## src/rtl/regfile_scoreboard.sv

```systemverilog
// Parametrised register file with hardwired-zero entry, write bypass, a sequenced
// post-reset clear and a per-register pending-write scoreboard for decode hazards.
module regfile_scoreboard #(
    parameter int DWIDTH   = 32,
    parameter int AWIDTH   = 5,
    parameter int NREAD    = 2,
    parameter int ZERO_REG = 1,
    parameter int BYPASS   = 1
) (
    input  logic                      clk,
    input  logic                      rst_n,
    input  logic [NREAD*AWIDTH-1:0]   ra,
    output logic [NREAD*DWIDTH-1:0]   rd,
    output logic [NREAD-1:0]          rd_busy,
    input  logic                      we,
    input  logic [AWIDTH-1:0]         wa,
    input  logic [DWIDTH-1:0]         wd,
    input  logic                      rsv_en,
    input  logic [AWIDTH-1:0]         rsv_addr,
    output logic                      init_done
);

    localparam int DEPTH = 1 << AWIDTH;
    localparam logic [AWIDTH:0] CLR_LAST = (AWIDTH + 1)'(DEPTH - 1);
    localparam logic [AWIDTH:0] CLR_ONE  = {{AWIDTH{1'b0}}, 1'b1};

    typedef enum logic [0:0] {
        ST_CLEAR = 1'b0,
        ST_READY = 1'b1
    } state_t;

    state_t              state_q, state_d;
    logic [AWIDTH:0]     clr_cnt_q, clr_cnt_d;
    logic                init_done_q, init_done_d;
    logic [DEPTH-1:0]    busy_q, busy_d;
    logic [DWIDTH-1:0]   mem_q [DEPTH];

    logic                wr_en_s;
    logic [AWIDTH-1:0]   wr_addr_s;
    logic [DWIDTH-1:0]   wr_data_s;
    logic                zero_wa_s;
    logic                zero_rsv_s;

    assign zero_wa_s  = (ZERO_REG != 0) && (wa == {AWIDTH{1'b0}});
    assign zero_rsv_s = (ZERO_REG != 0) && (rsv_addr == {AWIDTH{1'b0}});

    // Clear-sweep sequencing: walk clr_cnt across the array, then settle in READY.
    always_comb begin
        state_d     = state_q;
        clr_cnt_d   = clr_cnt_q;
        init_done_d = init_done_q;
        case (state_q)
            ST_CLEAR: begin
                clr_cnt_d = clr_cnt_q + CLR_ONE;
                if (clr_cnt_q == CLR_LAST) begin
                    state_d     = ST_READY;
                    init_done_d = 1'b1;
                end else begin
                    state_d     = ST_CLEAR;
                    init_done_d = 1'b0;
                end
            end
            ST_READY: begin
                state_d     = ST_READY;
                init_done_d = 1'b1;
            end
            default: begin
                state_d     = ST_CLEAR;
                clr_cnt_d   = {(AWIDTH + 1){1'b0}};
                init_done_d = 1'b0;
            end
        endcase
    end

    // Control state and registered init_done, with synchronous active-low reset.
    always_ff @(posedge clk) begin
        if (!rst_n) begin
            state_q     <= ST_CLEAR;
            clr_cnt_q   <= {(AWIDTH + 1){1'b0}};
            init_done_q <= 1'b0;
        end else begin
            state_q     <= state_d;
            clr_cnt_q   <= clr_cnt_d;
            init_done_q <= init_done_d;
        end
    end

    assign init_done = init_done_q;

    // Single array write port: the clear sweep owns it until READY; reset edges never write.
    always_comb begin
        wr_en_s   = 1'b0;
        wr_addr_s = clr_cnt_q[AWIDTH-1:0];
        wr_data_s = {DWIDTH{1'b0}};
        if (!rst_n) begin
            wr_en_s = 1'b0;
        end else if (state_q == ST_CLEAR) begin
            wr_en_s   = 1'b1;
            wr_addr_s = clr_cnt_q[AWIDTH-1:0];
            wr_data_s = {DWIDTH{1'b0}};
        end else if (we && !zero_wa_s) begin
            wr_en_s   = 1'b1;
            wr_addr_s = wa;
            wr_data_s = wd;
        end else begin
            wr_en_s = 1'b0;
        end
    end

    // Storage array; contents survive reset and are zeroed by the sweep instead.
    always_ff @(posedge clk) begin
        if (wr_en_s) begin
            mem_q[wr_addr_s] <= wr_data_s;
        end
    end

    // Scoreboard update: the clear from writeback is applied first so a same-address
    // reservation from the newer producer wins.
    always_comb begin
        busy_d = busy_q;
        if (state_q == ST_READY) begin
            if (we) begin
                busy_d[wa] = 1'b0;
            end else begin
                busy_d = busy_q;
            end
            if (rsv_en && !zero_rsv_s) begin
                busy_d[rsv_addr] = 1'b1;
            end else begin
                busy_d[0] = busy_d[0];
            end
        end else begin
            busy_d = busy_q;
        end
    end

    // Scoreboard register, cleared by reset.
    always_ff @(posedge clk) begin
        if (!rst_n) begin
            busy_q <= {DEPTH{1'b0}};
        end else begin
            busy_q <= busy_d;
        end
    end

    for (genvar gi = 0; gi < NREAD; gi++) begin : g_rd
        logic [AWIDTH-1:0] addr_s;
        logic [DWIDTH-1:0] data_s;
        logic              busy_s;

        assign addr_s = ra[gi*AWIDTH +: AWIDTH];

        // Read mux: outputs are quiet until the array has been cleared.
        always_comb begin
            data_s = {DWIDTH{1'b0}};
            busy_s = 1'b0;
            if (state_q != ST_READY) begin
                data_s = {DWIDTH{1'b0}};
                busy_s = 1'b0;
            end else if ((ZERO_REG != 0) && (addr_s == {AWIDTH{1'b0}})) begin
                data_s = {DWIDTH{1'b0}};
                busy_s = 1'b0;
            end else if ((BYPASS != 0) && we && (wa == addr_s)) begin
                data_s = wd;
                busy_s = busy_q[addr_s];
            end else begin
                data_s = mem_q[addr_s];
                busy_s = busy_q[addr_s];
            end
        end

        assign rd[gi*DWIDTH +: DWIDTH] = data_s;
        assign rd_busy[gi]             = busy_s;
    end

endmodule

```

## config.mk

```make
export PLATFORM = sky130hd
export DESIGN_NAME = regfile_scoreboard
export DESIGN_NICKNAME = d
export VERILOG_FILES = /design/src/rtl/regfile_scoreboard.sv
export SDC_FILE = /design/constraint.sdc
export NUM_CORES = 1
export LEC_CHECK = 0
export CAP_MARGIN = 20
export CORE_MARGIN = 2
export CORE_UTILIZATION = 62
export CTS_CLUSTER_SIZE = 12
export DETAILED_ROUTE_END_ITERATION = 8
export GPL_TIMING_DRIVEN = 1
export PLACE_DENSITY_LB_ADDON = 0.08
export SYNTH_ARGS = -nofsm -noshare
export SYNTH_HDL_FRONTEND = slang
export SYNTH_SLANG_ARGS = --single-unit
```

## constraint.sdc

```tcl
create_clock -name clk -period 6 [get_ports clk]
set_clock_uncertainty 0.2 [all_clocks]
set_input_delay 1.2 -clock clk [delete_from_list [all_inputs] [get_ports clk]]
set_output_delay 1.2 -clock clk [all_outputs]
set_load 0.01 [all_outputs]
```

== After elaboration in Yosys (flattened, before gate mapping) ==
Memory sizes are Yosys's and may differ from the RTL's.
Index checks and enable logic that the tools add are counted.
Operators by class
  add/subtract/negate cells: 1
  mux-type cells: 35
  bitwise logic cells: 4
  equal/unequal tests: 3
  order comparisons: 6
  reduce and logical (&&, ||, !) cells: 12
Operators by type and width (number)
  32-bit 2-to-1 mux: 11
  32-bit AND: 1
  32-bit inverter: 1
  32-bit OR: 1
  31-bit 2-to-1 mux: 1
  5-bit by 6-bit < comparator with 1-bit output (second input constant): 4
  5-bit zero test: 4
  1-bit 2-to-1 mux: 15
  5-bit 2-to-1 mux: 3
  1-bit binary-select mux with 5-bit select: 2
  1-bit demux with 5-bit select: 2
  5-bit equality test: 2
  5-bit by 1-bit greater-or-equal comparator with 1-bit output (second input constant): 2
  6-bit by 1-bit adder with 6-bit output (second input constant): 1
  6-bit by 5-bit equality test with 1-bit output (second input constant): 1
  1-bit logical AND: 6
  1-bit zero test: 2
  1-bit one-hot mux with 2 select lines: 1
  1-bit inverter: 1
Word-level totals
  bits in registers: 39
  input port bits: 56
  output and inout bits: 67
  memories kept: 1
  word-level logic and storage cells: 65
  bits in writable memories: 1024
Memories
  mem_q: depth 32, width 32, read ports 2, clocked after memory_dff 0, write ports 1, line 36  | logic [DWIDTH-1:0] mem_q [DEPTH];

== Longest topological paths before layout ==
  word-level depth: 10
  depth in mapped cells: 9
  gate-level depth less buffers: 5

== Worst setup path after synthesis ==
Ideal clock, no wire load.
  path kind: input-to-reg
  start point: in wa[2]
  end point: mem mem_q[17][0] (enable)
  arrival: 4063 ps
  stages on the path: 8
  setup slack: 1316 ps
  required time: 5379 ps
  buffers on the path: 3
  library setup time: 421 ps
  cells stage by stage: buf_4 or4_4 o2111a_1 buf_6 buf_6 nor4b_2 a31oi_1 nor2_1
Between the ends
  cells in the longest elaborated chain, start to end: 8
  elaborated cells on any way between the ends: 11
  classes of those cells: mux (8); reduce/logical (3)
RTL lines
  start: declaration: line 16  | input logic [AWIDTH-1:0] wa,
  5-bit zero test: line 44  | assign zero_wa_s = (ZERO_REG != 0) && (wa == {AWIDTH{1'b0}});
  1-bit zero test: line 101  | end else if (we && !zero_wa_s) begin
  1-bit logical AND: line 101
  1-bit 2-to-1 mux: line 101
  1-bit 2-to-1 mux: line 97  | end else if (state_q == ST_CLEAR) begin
  1-bit 2-to-1 mux: line 95  | if (!rst_n) begin
  1-bit 2-to-1 mux: line 112  | if (wr_en_s) begin
  1-bit 2-to-1 mux (not written as such): line 113  | mem_q[wr_addr_s] <= wr_data_s;
  end: declaration: line 36
Parallel ways exist; a longest one is shown, timed or not.

== Final worst setup path ==
  start point: in ra[3]
  end point: out rd[16]
Between the ends
  cells in the longest elaborated chain, start to end: 5
  elaborated cells on any way between the ends: 7
  classes of those cells: eq/ne (1); mux (3); reduce/logical (2); memory (1)
RTL lines
  start: declaration: line 12  | input logic [NREAD*AWIDTH-1:0] ra,
  parallel branches: the longest is 3 deep, another holds memory read 32 x 32 bit
  32-bit 2-to-1 mux *: line 160  | end else if ((ZERO_REG != 0) && (addr_s == {AWIDTH{1'b0}})) begin
  32-bit 2-to-1 mux *: line 157  | if (state_q != ST_READY) begin
  end: declaration: line 13  | output logic [NREAD*DWIDTH-1:0] rd,
Every way passes the cells marked *.

==> impl_results.md <==
- First-pass GRT wire length: 226000 um
- Initial antenna violation count: 8
- VDD IR-drop max: 362 uV
- Worst r2r path cells: 5
- Fmax: 0.166 GHz
- Ys Warns: 0
- Vias per inst: 7.65
- Reg2Reg Setup Slack: 2.34 ns
- Initial Utilization: 62.8%
- CTS Hold Bufs: 0
- Leading cell type in the layout, fill and taps excluded: edfxtp_1
- Most frequent cells in the layout: edfxtp_1, mux4_2, mux2i_1
- Final hold violations: 0
- Predominant post-synthesis flop cell: edfxtp_1
- Max cap viols: 0
- Leakage dissipation: 19.8 nW
- Kind of critical path: in -> out
- Critical path required time: 4.60 ns
- Worst slew pin tran: 1.16 ns
- Mapped Area: 0.0507 mm^2
- Tmin final: 6.02 ns
- Crit path DAT: 4.62 ns
- Tcrit/Tclk final: 100%
- Crit-path most repeated cell: clkdlybuf4s50_1
- Asr flop ratio synth: 0%
- Seq/Total Area, Yosys: 62.2%
- PortBufs: 122
- Synth Register Bits: 1063
- Cells after Synth: 2874
- Area growth syn-to-layout: 15.0%
- Die W: 290 um
- Iteration count of the initial detailed-routing pass: 6
- Critical path's slowest cell: a2111oi_1
- Syn_nets: 2931
- Die Ht: 290 um
- Row cnt: 104
- Crit start category: primary input
- Core footprint: 0.0808 mm^2
- Cell variety after synth: 54
- Crit. End Element: primary output
- Post-Place Cells: 4027
- Hold Crit Endpoint: busy_q[0]
- CTS tree: done
- Cell family with most CP delay: buffers and inverters
- Top Ports: 123
- Max incr delay on CP: 0.99 ns
- Clock latency on the worst-skew pair: 0.67 ns
- Sink Count: 1063
- Drt wl/cell: 37.2 um
- Status: finished, violations left
- Hold depth: 1
- Mean Syn Cell Area: 17.7 um^2
- Largest net degree at the start of global routing: 60
- Worst min path class: reg -> reg
- Post-synth EDFFs: 1024
- Final slew viol count: 0
- Clk root buf: clkbuf_16
- Area of the multi-input gates: 0.0183 mm^2
- Failing checks: setup timing
- FF-to-FF Start: init_done
- Pwr Density: 267 mW/mm^2
- Post-Layout Cell Count: 4222
- Unrepaired setup endpoints after global routing: no
- # Post-CTS Setup Buffers: 0
- Via Count: 32.3k
- Hold Crit Start: busy_q[0]
- Die area: 0.0841 mm^2
- GRT Util Overall: 37.5%
- Final WS setup: -0.0200 ns
- Iter 0 DRT Violations: 4706
- Hpwl dp: 97600 um
- Drt drc: 0
- Fillers: 4873
- Reg clk slew, reported paths: 0.06 ns
- Max Root-Sink Buffers: 3
- Normalized max-slew margin: 20.8%
- Fraction of layout cells with a size suffix above 1: 30.8%
- Final Power: 15.6 mW
- CP Buf/Inv Count: 4
- Vias in the first global route: 33.2k
- Register area: 0.0315 mm^2
- CP max FO: 19
- R2R Path End: mem_q[28][8]
- # setup viols final: 1
- CTS H-tree depth: 3
- Routability cong.: 0.982
- Num CTS Buffers: 108
- Worst-path cell chain: clkdlybuf4s50_1 -> xor2_1 -> nor4_1 -> buf_4 -> and3_1 -> buf_12 -> a2111oi_1 -> a211oi_1 -> clkdlybuf4s50_1
- GR Overflow Total: 0
- Remaining antenna violation count: 0
- Overall routed net length: 157000 um
- Nets: 3142
## worst reg2reg max path, stage by stage, from the launching register on
cell      delay (ns)
dfxtp_1         0.87
o2111a_2        0.74
mux2i_1         0.33
nand2b_1        0.32
nor2_4          0.51
buf_12          0.33
## cell usage after synthesis (all sizes together), types with 6 or more instances
master	n	area share [%]
nand2b	10	0.12
inv	9	0.067
a22o	51	0.88
and2	41	0.51
buf	130	1.5
nor3b	6	0.099
mux2	128	2.8
clkbuf	126	0.93
edfxtp	1024	61
a311oi	13	0.22
a31oi	10	0.17
mux2i	202	4.0
a221oi	115	2.0
a22oi	26	0.38
o22ai	64	0.79
nand3	8	0.079
nor2b	7	0.086
mux4	402	18
a2111oi	51	0.88
xor2	9	0.16
o21ai	113	1.1
dfxtp	39	1.5
a21boi	34	0.50
a211oi	51	0.75
nor2	93	0.69
nand2	57	0.42
and3	18	0.22
## per-layer routing
layer  vias to the layer above  track usage [%]  wire length (um)
met5                         -                0                42
met4                         6             18.9              8510
met3                       528             9.80             21000
met2                      2535             57.2             72000
met1                     16500             50.8             55300
li1                      12700                -                 -
## final cells by class
class                           count  area share [%]
Tap cell                         1060            2.27
Clock inverter                     40           0.515
Clock buffer                      142            5.10
Timing Repair Buffer              357            6.59
Sequential cell                  1063            54.0
Multi-Input combinational cell   1545            31.4
Inverter                           10          0.0643
Antenna cell                        5          0.0214
## logic make-up (layout without fill, tap and decap cells)
family | count (synthesis) | count (layout) | synth area share (%)
xor gates and xnor gates | 14 | 14 | 0.242
muxes | 732 | 732 | 24.7
and+or+nand+nor | 263 | 263 | 2.56
AOI/OAI and AO/OA | 535 | 535 | 7.81
DFF | 1063 | 1063 | 62.2
buffers and inverters | 266 | 549 | 2.53
other | 0 | 5 | 0
adders and majority gates | 1 | 1 | 0.0247
## metrics by stage
step	hold WS, ns	setup slack, ns	setup TNS, ns	instance area, um^2	utilization [%]
2_1_floorplan	0.252	1.32	0	50700	-
3_3_place_gp	0.259	0.108	0	54900	67.9
3_5_place_dp	0.273	0.139	0	54900	67.9
4_1_cts	0.285	0.107	0	58200	72.0
5_1_grt	0.306	0.0492	0	58300	72.2
6_report	0.292	-0.0200	-0.0200	58300	72.2
## state kept, by name, summed over array words and instances (netlist names)
| signal | cells |
|---|---|
| busy_q | 32 |
| init_done | 1 |
| mem_q | 1024 |
| clr_cnt_q | 6 |
## power by group
part | total (mW) | internal, mW | switching [mW]
clock | 6.36 | 3.62 | 2.74
combinational | 1.12 | 0.434 | 0.690
sequential | 8.08 | 8.06 | 0.0212
## worst max-delay path by stage
stage / startpoint / end / slack, ns / cells past startpoint
6_report: ra[3] / rd[16] / -0.02 / 9
5_1_grt: ra[3] / rd[19] / 0.05 / 10
4_1_cts: ra[3] / rd[16] / 0.11 / 9
3_5_place_dp: ra[3] / rd[23] / 0.14 / 8
3_3_place_gp: ra[3] / rd[23] / 0.11 / 10
2_1_floorplan: wa[2] / mem_q[17][0] / 1.32 / 8
## what timing repair did
action | 4_1_cts | 5_1_grt
gates resized for setup | 0 | 2
hold endpoints to repair | 0 | 0
endpoints found under the setup margin | 0 | 2
Note: power is estimated with default switching activity, not from simulation.
